### src/rtl/fast_pkg.sv
// fast_pkg: shared types and constants for the FAST front-end.
// Pixel width, fetch FSM encoding and the word packing helper.
package fast_pkg;

  localparam int PIXEL_W = 8;

  typedef enum logic [1:0] {
    IDLE  = 2'd0,
    FETCH = 2'd1,
    DRAIN = 2'd2,
    DONE  = 2'd3
  } fetch_state_t;

  function automatic int pix_per_word(input int data_w);
    return data_w / PIXEL_W;
  endfunction

endpackage

### src/rtl/sram_fetch_fifo.sv
// sram_fetch_fifo: 2-entry synchronous word FIFO for returned SRAM data.
// Pushes while full and pops while empty are dropped.
module sram_fetch_fifo #(
  parameter int W = 32
) (
  input  logic         clk,
  input  logic         rst,
  input  logic         push,
  input  logic         pop,
  input  logic [W-1:0] din,
  output logic [W-1:0] dout,
  output logic         empty,
  output logic         full,
  output logic [1:0]   count
);

  logic [W-1:0] mem_q [2];
  logic [W-1:0] mem_d [2];
  logic         wp_q, wp_d;
  logic         rp_q, rp_d;
  logic [1:0]   cnt_q, cnt_d;
  logic         do_push, do_pop;

  always_comb begin
    do_push = push && !full;
    do_pop  = pop && !empty;
    mem_d   = mem_q;
    wp_d    = wp_q;
    rp_d    = rp_q;
    if (do_push) begin
      mem_d[wp_q] = din;
      wp_d        = ~wp_q;
    end
    if (do_pop) begin
      rp_d = ~rp_q;
    end
    cnt_d = cnt_q + {1'b0, do_push} - {1'b0, do_pop};
  end

  always_ff @(posedge clk or posedge rst) begin
    if (rst) begin
      mem_q <= '{default: '0};
      wp_q  <= 1'b0;
      rp_q  <= 1'b0;
      cnt_q <= 2'd0;
    end else begin
      mem_q <= mem_d;
      wp_q  <= wp_d;
      rp_q  <= rp_d;
      cnt_q <= cnt_d;
    end
  end

  assign dout  = mem_q[rp_q];
  assign empty = (cnt_q == 2'd0);
  assign full  = (cnt_q == 2'd2);
  assign count = cnt_q;

endmodule

### src/rtl/sram_pixel_fetch.sv
// sram_pixel_fetch: raster reader from packed-pixel SRAM to a pixel stream.
// Define SRAM_FETCH_STATS_EN to add the stall_cnt output.
module sram_pixel_fetch
  import fast_pkg::*;
#(
  parameter int ADDR_WIDTH = 18,
  parameter int DATA_WIDTH = 32,
  parameter int DIM_W      = 10
) (
  input  logic                  clk,
  input  logic                  rst,
  input  logic                  start,
  input  logic [ADDR_WIDTH-1:0] base_addr,
  input  logic [DIM_W-1:0]      img_w,
  input  logic [DIM_W-1:0]      img_h,
  output logic                  busy,
  output logic                  done,
  output logic [ADDR_WIDTH-1:0] sram_addr,
  output logic                  sram_ren,
  output logic                  sram_wen,
  input  logic [DATA_WIDTH-1:0] sram_rdat,
  output logic [PIXEL_W-1:0]    pix_data,
  output logic                  pix_valid,
  input  logic                  pix_ready,
  output logic [DIM_W-1:0]      pix_x,
  output logic [DIM_W-1:0]      pix_y,
  output logic                  pix_last
`ifdef SRAM_FETCH_STATS_EN
  ,
  output logic [31:0]           stall_cnt
`endif
);

  localparam int PPW   = pix_per_word(DATA_WIDTH);
  localparam int SUB_W = (PPW > 1) ? $clog2(PPW) : 1;
  localparam int TW    = 2 * DIM_W;

  localparam logic [TW:0]      ONE_T    = (TW+1)'(1);
  localparam logic [TW:0]      PPW_T    = (TW+1)'(PPW);
  localparam logic [TW-1:0]    ONE_I    = TW'(1);
  localparam logic [DIM_W-1:0] ONE_D    = DIM_W'(1);
  localparam logic [SUB_W-1:0] ONE_S    = SUB_W'(1);
  localparam logic [SUB_W-1:0] LAST_SUB = SUB_W'(PPW - 1);

  fetch_state_t          state_q, state_d;
  logic [ADDR_WIDTH-1:0] base_q, base_d;
  logic [DIM_W-1:0]      w_q, w_d;
  logic [DIM_W-1:0]      h_q, h_d;
  logic [DIM_W-1:0]      x_q, x_d;
  logic [DIM_W-1:0]      y_q, y_d;
  logic [TW:0]           words_q, words_d;
  logic [TW-1:0]         issue_q, issue_d;
  logic [SUB_W-1:0]      sub_q, sub_d;
  logic                  infl_q;

  logic [TW-1:0]         tot_pix;
  logic                  ren, hs, pop, last_pix, x_end;
  logic [DATA_WIDTH-1:0] head;
  logic                  empty, full;
  logic [1:0]            count;

  // Data lands in the FIFO the cycle after its read was issued.
  sram_fetch_fifo #(
    .W(DATA_WIDTH)
  ) u_fifo (
    .clk  (clk),
    .rst  (rst),
    .push (infl_q),
    .pop  (pop),
    .din  (sram_rdat),
    .dout (head),
    .empty(empty),
    .full (full),
    .count(count)
  );

  assign tot_pix   = TW'(img_w) * TW'(img_h);
  assign pix_valid = !empty;
  assign hs        = pix_valid && pix_ready;
  assign x_end     = (x_q == w_q - ONE_D);
  assign last_pix  = pix_valid && x_end && (y_q == h_q - ONE_D);
  assign pop       = hs && (sub_q == LAST_SUB || last_pix);
  assign ren       = (state_q == FETCH) && !full &&
                     ({1'b0, count} + {2'b00, infl_q} < 3'd2);

  always_comb begin
    state_d = state_q;
    base_d  = base_q;
    w_d     = w_q;
    h_d     = h_q;
    x_d     = x_q;
    y_d     = y_q;
    words_d = words_q;
    issue_d = issue_q;
    sub_d   = sub_q;
    if (hs) begin
      sub_d = pop ? '0 : sub_q + ONE_S;
      if (x_end) begin
        x_d = '0;
        y_d = y_q + ONE_D;
      end else begin
        x_d = x_q + ONE_D;
      end
    end
    unique case (state_q)
      IDLE: begin
        if (start) begin
          base_d  = base_addr;
          w_d     = img_w;
          h_d     = img_h;
          x_d     = '0;
          y_d     = '0;
          sub_d   = '0;
          issue_d = '0;
          words_d = ({1'b0, tot_pix} + PPW_T - ONE_T) / PPW_T;
          state_d = (tot_pix == '0) ? DONE : FETCH;
        end
      end
      FETCH: begin
        if (ren) begin
          issue_d = issue_q + ONE_I;
          if ({1'b0, issue_q} == words_q - ONE_T) begin
            state_d = DRAIN;
          end
        end
      end
      DRAIN: begin
        if (hs && last_pix) begin
          state_d = DONE;
        end
      end
      DONE: begin
        state_d = IDLE;
      end
      default: begin
        state_d = IDLE;
      end
    endcase
  end

  always_ff @(posedge clk or posedge rst) begin
    if (rst) begin
      state_q <= IDLE;
      base_q  <= '0;
      w_q     <= '0;
      h_q     <= '0;
      x_q     <= '0;
      y_q     <= '0;
      words_q <= '0;
      issue_q <= '0;
      sub_q   <= '0;
      infl_q  <= 1'b0;
    end else begin
      state_q <= state_d;
      base_q  <= base_d;
      w_q     <= w_d;
      h_q     <= h_d;
      x_q     <= x_d;
      y_q     <= y_d;
      words_q <= words_d;
      issue_q <= issue_d;
      sub_q   <= sub_d;
      infl_q  <= ren;
    end
  end

  assign busy      = (state_q != IDLE);
  assign done      = (state_q == DONE);
  assign sram_ren  = ren;
  assign sram_wen  = 1'b0;
  assign sram_addr = base_q + ADDR_WIDTH'(issue_q);
  assign pix_data  = head[sub_q*PIXEL_W +: PIXEL_W];
  assign pix_x     = x_q;
  assign pix_y     = y_q;
  assign pix_last  = last_pix;

`ifdef SRAM_FETCH_STATS_EN
  logic [31:0] stall_q, stall_d;

  always_comb begin
    stall_d = stall_q;
    if (state_q == IDLE && start) begin
      stall_d = '0;
    end else if (pix_valid && !pix_ready && stall_q != '1) begin
      stall_d = stall_q + 32'd1;
    end
  end

  always_ff @(posedge clk or posedge rst) begin
    if (rst) begin
      stall_q <= '0;
    end else begin
      stall_q <= stall_d;
    end
  end

  assign stall_cnt = stall_q;
`endif

endmodule
### config.mk
export PLATFORM = sky130hd
export DESIGN_NAME = sram_pixel_fetch
export DESIGN_NICKNAME = d
export VERILOG_FILES = /design/src/rtl/fast_pkg.sv /design/src/rtl/sram_fetch_fifo.sv /design/src/rtl/sram_pixel_fetch.sv
export SDC_FILE = /design/constraint.sdc
export NUM_CORES = 1
export LEC_CHECK = 0
export ABC_AREA = 1
export BUFFER_PORTS_ARGS = -buffer_cell sky130_fd_sc_hd__buf_2
export CORE_MARGIN = 5
export CORE_UTILIZATION = 35
export DETAILED_ROUTE_END_ITERATION = 8
export HOLD_SLACK_MARGIN = 0.06
export REMOVE_ABC_BUFFERS = 1
export SLEW_MARGIN = 25
export SYNTH_ARGS = -nofsm -noshare
export SYNTH_HDL_FRONTEND = slang
export SYNTH_SLANG_ARGS = --single-unit
### constraint.sdc
create_clock -name clk -period 6.65 [get_ports clk]
set_clock_uncertainty 0.1 [all_clocks]
set_input_delay 0.3325 -clock clk [delete_from_list [all_inputs] [get_ports clk]]
set_output_delay 0.3325 -clock clk [all_outputs]
set_load 0.01 [all_outputs]
==> impl_metrics.toml, run 1 <==
[yosys]
ys_top_cells_by_area = "dfrtp_1, nand2_1, fa_1"
synth_compound_area_share_pct = 9.49
yosysUniqueCellTypes = 49
synth.top_cell.area_share_pct = 29.9
syn-instance-count = 1997
ys_warn_count = 0
yosys.area_share.simple_pct = 29.8
synth-edff-count = 0
synth-main-ff-cell = "dfrtp_1"
synth.most_common_cell = "nand2_1"
syn_area_um2 = 14200
yosysTopAreaCell = "dfrtp_1"
muxShareOfSynthArea_pct = 0
syn_area_per_cell_um2 = 7.14
async_reset_ff_share_pct = 100
synth_commonest_cells = "nand2_1, inv_1, nor2_1"
synth_xor_area_share_pct = 4.09
yosys.area_share.adder_pct = 16.4
synth.ff_latch_count = 170
seq_area_frac_synth_pct = 29.9
synth_top_family_by_area = "simple AND/OR/NAND/NOR gates"

[die]
initial_core_util_pct = 35.1
fp.dieW_um = 212
die_area_um2 = 44800
die_y_um = 212
row_count = 74
io_pins = 126
core_um2 = 40600

[min_path]
min_path_cells = 3
holdCritPathClass = "input pin to register"

[placement]
place_congestion = 0.893
port_buffers = 124
dp_hpwl_um = 28600
post-place-ws_ps = 1200
dp_cells = 2596
placed_cell_area_um2 = 15300

[clock_network]
cts_max_level = 4
cts_root_buf = "clkbuf_16"
postCtsSetupBuffers = 0
clkTransAtPathRegs_ps = 70
numCtsBuffers = 17
tritoncts = "done"
clock_path_buffers = 2
insertion_delay_ps = 450
clock-sinks = 170

[critical_path]
crit_arrival_ps = 5200
cpMaxStageDelayCell = "fa_1"
path_cells = "buf_2, nand2_1, fa_1, fa_1, inv_1, fa_1, fa_1, inv_1, fa_1, inv_1, ha_1, nand2_1, nor2_1, nand3_1, nand4_1, nand2_1, nor2_4, nand2_4, nor2_8, nand3_2, nand3_1, o21ai_1"
cpPeakStageDelay_ps = 540
cp-start-kind = "input pin"
cpMostUsedCell = "fa_1"
rrSetupSlack_ps = 3620
endpoint_kind = "register"
r2r.worst_path.cells = 19
path_max_fanout = 11
path_class = "input pin to register"
cp.required_ps = 6840

[routing]
wl_per_cell_um = 14.1
final_antenna_net_count = 0
vias = 12700
firstDrtPassIters = 5
routed_wl_um = 37500
viasPerCell = 4.77
initialDrtViolationCount = 851
drc_errors = 0

[sta]
setup_ws_ps = 1640
slew_viol_final = 0
fin_crit_sh_pct = 75.4
worstMarginPinSlew_ps = 1060
grt_setup_unrepaired = "no"
fmax_mhz = 199
hold-worst-slack_ps = 79.9
max-slew-margin-rel_pct = 29.3
fin_setup_tns_ps = 0
hold_viol_final = 0
setup_violations = 0
min_period_ps = 5010

[grt]
grt.overflow.total = 0
antenna_found_initial = 0
track_usage_pct = 17.2
grt_max_degree = 97
grt_pass1_vias = 12800
grt_pass1_wl_um = 63500

[flow_run]
maxCapViolCount = 0

[final_layout]
finish.net_count = 2348
postLayoutCellArea_um2 = 16300
area_delta_synth_final_pct = 14.4
drive_gt1_share_pct = 11.1
fin_cells = 2669
n_antenna_cell = 0
fin_util_pct = 40.2

[power_and_ir_drop]
peakVddDrop_uv = 247
static-leakage-power_nw = 8.93
p_per_area_nw_per_um2 = 425
power.total_mw = 6.93

[run_status]
status = "finished, final reports clean"
[final cells by class]
cell class / instances / area, um^2
inverters: 326 / 1230
multi-input cells: 1439 / 8520
repair buffers: 171 / 1080
flip-flops and latches: 170 / 4250
clock inverters: 11 / 115
fillers: 4292 / 24300
clock buffers: 20 / 437
well taps: 532 / 666
[registers in the layout (all words and copies together), names as in the netlist, 2 cells and up]
signal / flops
issue_q: 20
u_fifo.mem_q: 64
u_fifo.count: 2
pix_y: 10
w_q: 10
base_q: 18
h_q: 10
pix_x: 10
sub_q: 2
words_q: 19
state_q: 2
[power breakdown]
group          internal, mW  switching (mW)  total (mW)
registers              1.45           0.323        1.77
clock network         0.521           0.441       0.961
logic                  1.50            2.69        4.20
[worst max-delay path, delay by kind of cell]
| family | cells | cell delay (ps) |
|---|---|---|
| buf+inv | 4 | 400 |
| simple gates | 11 | 1420 |
| fa+ha+maj | 6 | 2960 |
| compound gates | 1 | 80 |
[placed cells by master (no fill, tap or decap), types with 3 or more instances in the layout]
cell type,n
nand3b_1,11
or2_2,4
nand3_1,91
clkbuf_16,17
nor3_2,4
nand2_2,28
o21ai_1,6
dlygate4sd3_1,42
inv_2,5
nor2_4,9
nand2_1,565
o21ai_0,157
fa_1,63
ha_1,86
inv_1,319
clkbuf_1,3
o22ai_1,13
nor3_1,26
inv_6,4
nor2_1,183
nor3b_1,5
o21bai_1,3
xnor2_1,24
nand4_1,13
a21oi_1,56
xor2_1,40
a31oi_1,9
buf_4,4
nor2_2,8
nand3_4,4
buf_2,124
dfrtp_1,170
nand3_2,8
clkinv_4,4
[cell families after synthesis]
group	Yosys count
adder cells (fa/ha/maj)	149
AO/OA/AOI/OAI	256
AND/OR/NAND/NOR	968
other	1
XOR/XNOR	65
flip-flops	170
buffers and inverters	388
[final timing paths]
kind                                  from                to
max                               img_w[0]       words_q[15]
min                          sram_rdat[25]  u_fifo.mem_q[57]
max reg2reg                         w_q[0]   u_fifo.count[1]
min reg2reg                u_fifo.count[1]            infl_q
max in group asynchronous              rst            h_q[6]
min in group asynchronous              rst        base_q[12]
[per-layer routing]
metal / part of all wire (%) / up-vias / track usage (%)
li1: - / 6469 / -
met1: 47 / 5962 / 23.4
met2: 47 / 252 / 28.8
met3: 4.2 / 35 / 2.07
met4: 1.8 / 0 / 4.89
met5: 0 / - / 0
[what timing repair did]
item,in CTS,in global routing
gates resized for setup,0,0
hold buffers,42,0
hold endpoints to repair,148,0
(Power assumes the default switching activity.)
==> run 2, diff against run 1 <==
--- a/config.mk
+++ b/config.mk
@@ -5,7 +5,7 @@
 export SDC_FILE = /design/constraint.sdc
 export NUM_CORES = 1
 export LEC_CHECK = 0
-export ABC_AREA = 1
+export ABC_AREA = 0
 export BUFFER_PORTS_ARGS = -buffer_cell sky130_fd_sc_hd__buf_2
 export CORE_MARGIN = 5
 export CORE_UTILIZATION = 35
==> constraint.sdc (replaced) <==
create_clock -name clk -period 4.4 [get_ports clk]
set_clock_uncertainty 0.1 [all_clocks]
set_input_delay 0.22 -clock clk [delete_from_list [all_inputs] [get_ports clk]]
set_output_delay 0.22 -clock clk [all_outputs]
set_load 0.01 [all_outputs]
==> impl_metrics.toml, run 2 <==
[critical_path]
crit_family = "adder cells"
cp-start-kind = "input pin"
cp_num_buf_inv = 4
path_max_fanout = 6
r2r_end = "u_fifo.count[1]"
r2r.worst_path.cells = 15
endpoint_kind = "register"
rrSetupSlack_ps = 510
cp.depth = 20
path_class = "input pin to register"
rr_startpoint = "w_q[0]"
cpMaxStageDelayCell = "fa_1"
cpPeakStageDelay_ps = 560
crit_arrival_ps = 5570
crit_end = "words_q[17]"
cp.required_ps = 4650
crit_start = "img_h[1]"
cpMostUsedCell = "fa_1"
path_cells = "buf_12, nand2_4, fa_1, inv_1, fa_1, fa_1, fa_1, inv_1, fa_1, inv_2, ha_4, a211oi_2, nor2_2, or2_4, o21ai_4, mux2i_2, o2111ai_2, or3_4, or4_1, a31oi_1"

[yosys]
ys_top_cells_by_area = "dfrtp_1, fa_1, ha_1"
synth-main-ff-cell = "dfrtp_1"
yosysUniqueCellTypes = 87
synth-edff-count = 0
synth_commonest_cells = "nand2_1, dfrtp_1, inv_1"
synth.ff_latch_count = 170
yosysTopAreaCell = "dfrtp_1"
syn_area_per_cell_um2 = 9.50
syn_area_um2 = 13300
seq_area_frac_synth_pct = 32.0
ys_warn_count = 0
synth.most_common_cell = "nand2_1"
async_reset_ff_share_pct = 100
synth.top_cell.area_share_pct = 32.0
syn-instance-count = 1401

[final_layout]
final.fill_count = 3601
multi_input_area_um2 = 9000
top_register = "u_fifo.mem_q"
largest_register_ffs = 64
final_common_cell = "nand2_1"
finish.net_count = 1888
regArea_um2 = 4260
postLayoutCellArea_um2 = 17300
fin_util_pct = 45.9
layout_common_cells = "nand2_1, dfrtp_1, buf_2, buf_4, inv_1"
n_antenna_cell = 0
area_delta_synth_final_pct = 29.7
fin_cells = 2189
drive_gt1_share_pct = 29.1
top_regs = "u_fifo.mem_q (64), issue_q (20), words_q (19)"

[die]
die_area_um2 = 42000
io_pins = 126
row_count = 71
fp.dieW_um = 205
die_y_um = 205
initial_core_util_pct = 35.4
core_um2 = 37600

[grt]
grt_pass1_vias = 11200
grt_pass1_wl_um = 56300
antenna_found_initial = 0
grt.overflow.total = 0
grt_max_degree = 104
track_usage_pct = 16.2

[sta]
worstMarginPinSlew_ps = 922
setup_violations = 11
max-slew-margin-rel_pct = 38.3
hold-worst-slack_ps = 82.1
hold_viol_final = 0
fin_setup_tns_ps = -6600
fin_crit_sh_pct = 121
slew_viol_final = 0
grt_setup_unrepaired = "yes"
setup_ws_ps = -919
fmax_mhz = 188
min_period_ps = 5320

[power_and_ir_drop]
p_per_area_nw_per_um2 = 724
peakVddDrop_uv = 443
static-leakage-power_nw = 8.07

[run_status]
status = "finished, violations left"
violations = "negative setup slack"

[routing]
viasPerCell = 4.93
wl_per_cell_um = 15.3
vias = 10800
firstDrtPassIters = 4
drc_errors = 0
routed_wl_um = 33600
final_antenna_net_count = 0
initialDrtViolationCount = 485

[clock_network]
tritoncts = "done"
cts_max_level = 4
clkTransAtPathRegs_ps = 70
clock-sinks = 170
cts_root_buf = "clkbuf_16"
clock_path_buffers = 2
insertion_delay_ps = 440
numCtsBuffers = 17

[placement]
port_buffers = 124
dp_hpwl_um = 24700
place_congestion = 0.854
dp_cells = 2077
placed_cell_area_um2 = 15100

[flow_run]
maxCapViolCount = 0

[min_path]
holdCritPathClass = "input pin to register"
==> run 2: worst min-delay path by stage <==
stage             startpoint         end  slack (ps)  cells after the start
3_3_place_gp   base_addr[15]  base_q[15]         310                      3
5_1_grt             img_h[8]      h_q[8]          80                      4
2_1_floorplan   base_addr[0]   base_q[0]         230                      2
4_1_cts             img_h[6]      h_q[6]          70                      4
3_5_place_dp   base_addr[15]  base_q[15]         320                      3
6_report            img_w[0]      w_q[0]          80                      4
==> run 2: tightest hold or removal path, stage by stage <==
cell and delay (ps):
buf_2 100, buf_6 130, nand2_1 50, o21ai_0 60
==> run 2: what timing repair did <==
item | 4_1_cts | 5_1_grt
hold buffers | 62 | 0
hold endpoints to repair | 194 | 0
setup buffers | 10 | 12
setup endpoints to repair | 14 | 14
resized for setup | 104 | 69
pin swaps | 59 | 42
==> run 2: layout make-up <==
type,count,area share (%)
Sequential cell,170,24.7
Timing Repair Buffer,303,13.4
Inverter,107,2.37
Clock buffer,17,2.47
Clock inverter,15,1.26
Multi-Input combinational cell,1066,52.2
Tap cell,511,3.71
==> run 2: kinds of logic (layout without fill, tap and decap cells) <==
group | count (synthesis) | in the layout | synth area share, %
adders and majority gates | 149 | 149 | 17.6
and+or+nand+nor | 538 | 538 | 19.9
DFF | 170 | 170 | 32.0
xor gates and xnor gates | 122 | 122 | 8.23
buffers and inverters | 165 | 442 | 4.76
AOI/OAI and AO/OA | 156 | 156 | 7.72
muxes | 100 | 100 | 9.77
other | 1 | 1 | 0.0282
==> run 2: metrics by stage <==
step	power [mW]	worst slack [ps]
2_1_floorplan	7.02	-1490
3_3_place_gp	9.18	-1710
3_5_place_dp	9.31	-1810
4_1_cts	11.8	-843
5_1_grt	13.5	-1080
6_report	12.5	-919
==> run 2: power breakdown <==
group	internal, mW	switching (mW)
clock network	0.882	0.742
registers	2.18	0.625
logic	4.15	3.91
total	7.21	5.28
==> run 2: per-layer routing <==
metal	vias up	track usage (%)	share of wire (%)
li1	5280	-	-
met1	5289	22.2	47
met2	195	27.3	48
met3	32	2.25	3.2
met4	0	3.78	1.4
met5	-	0	0
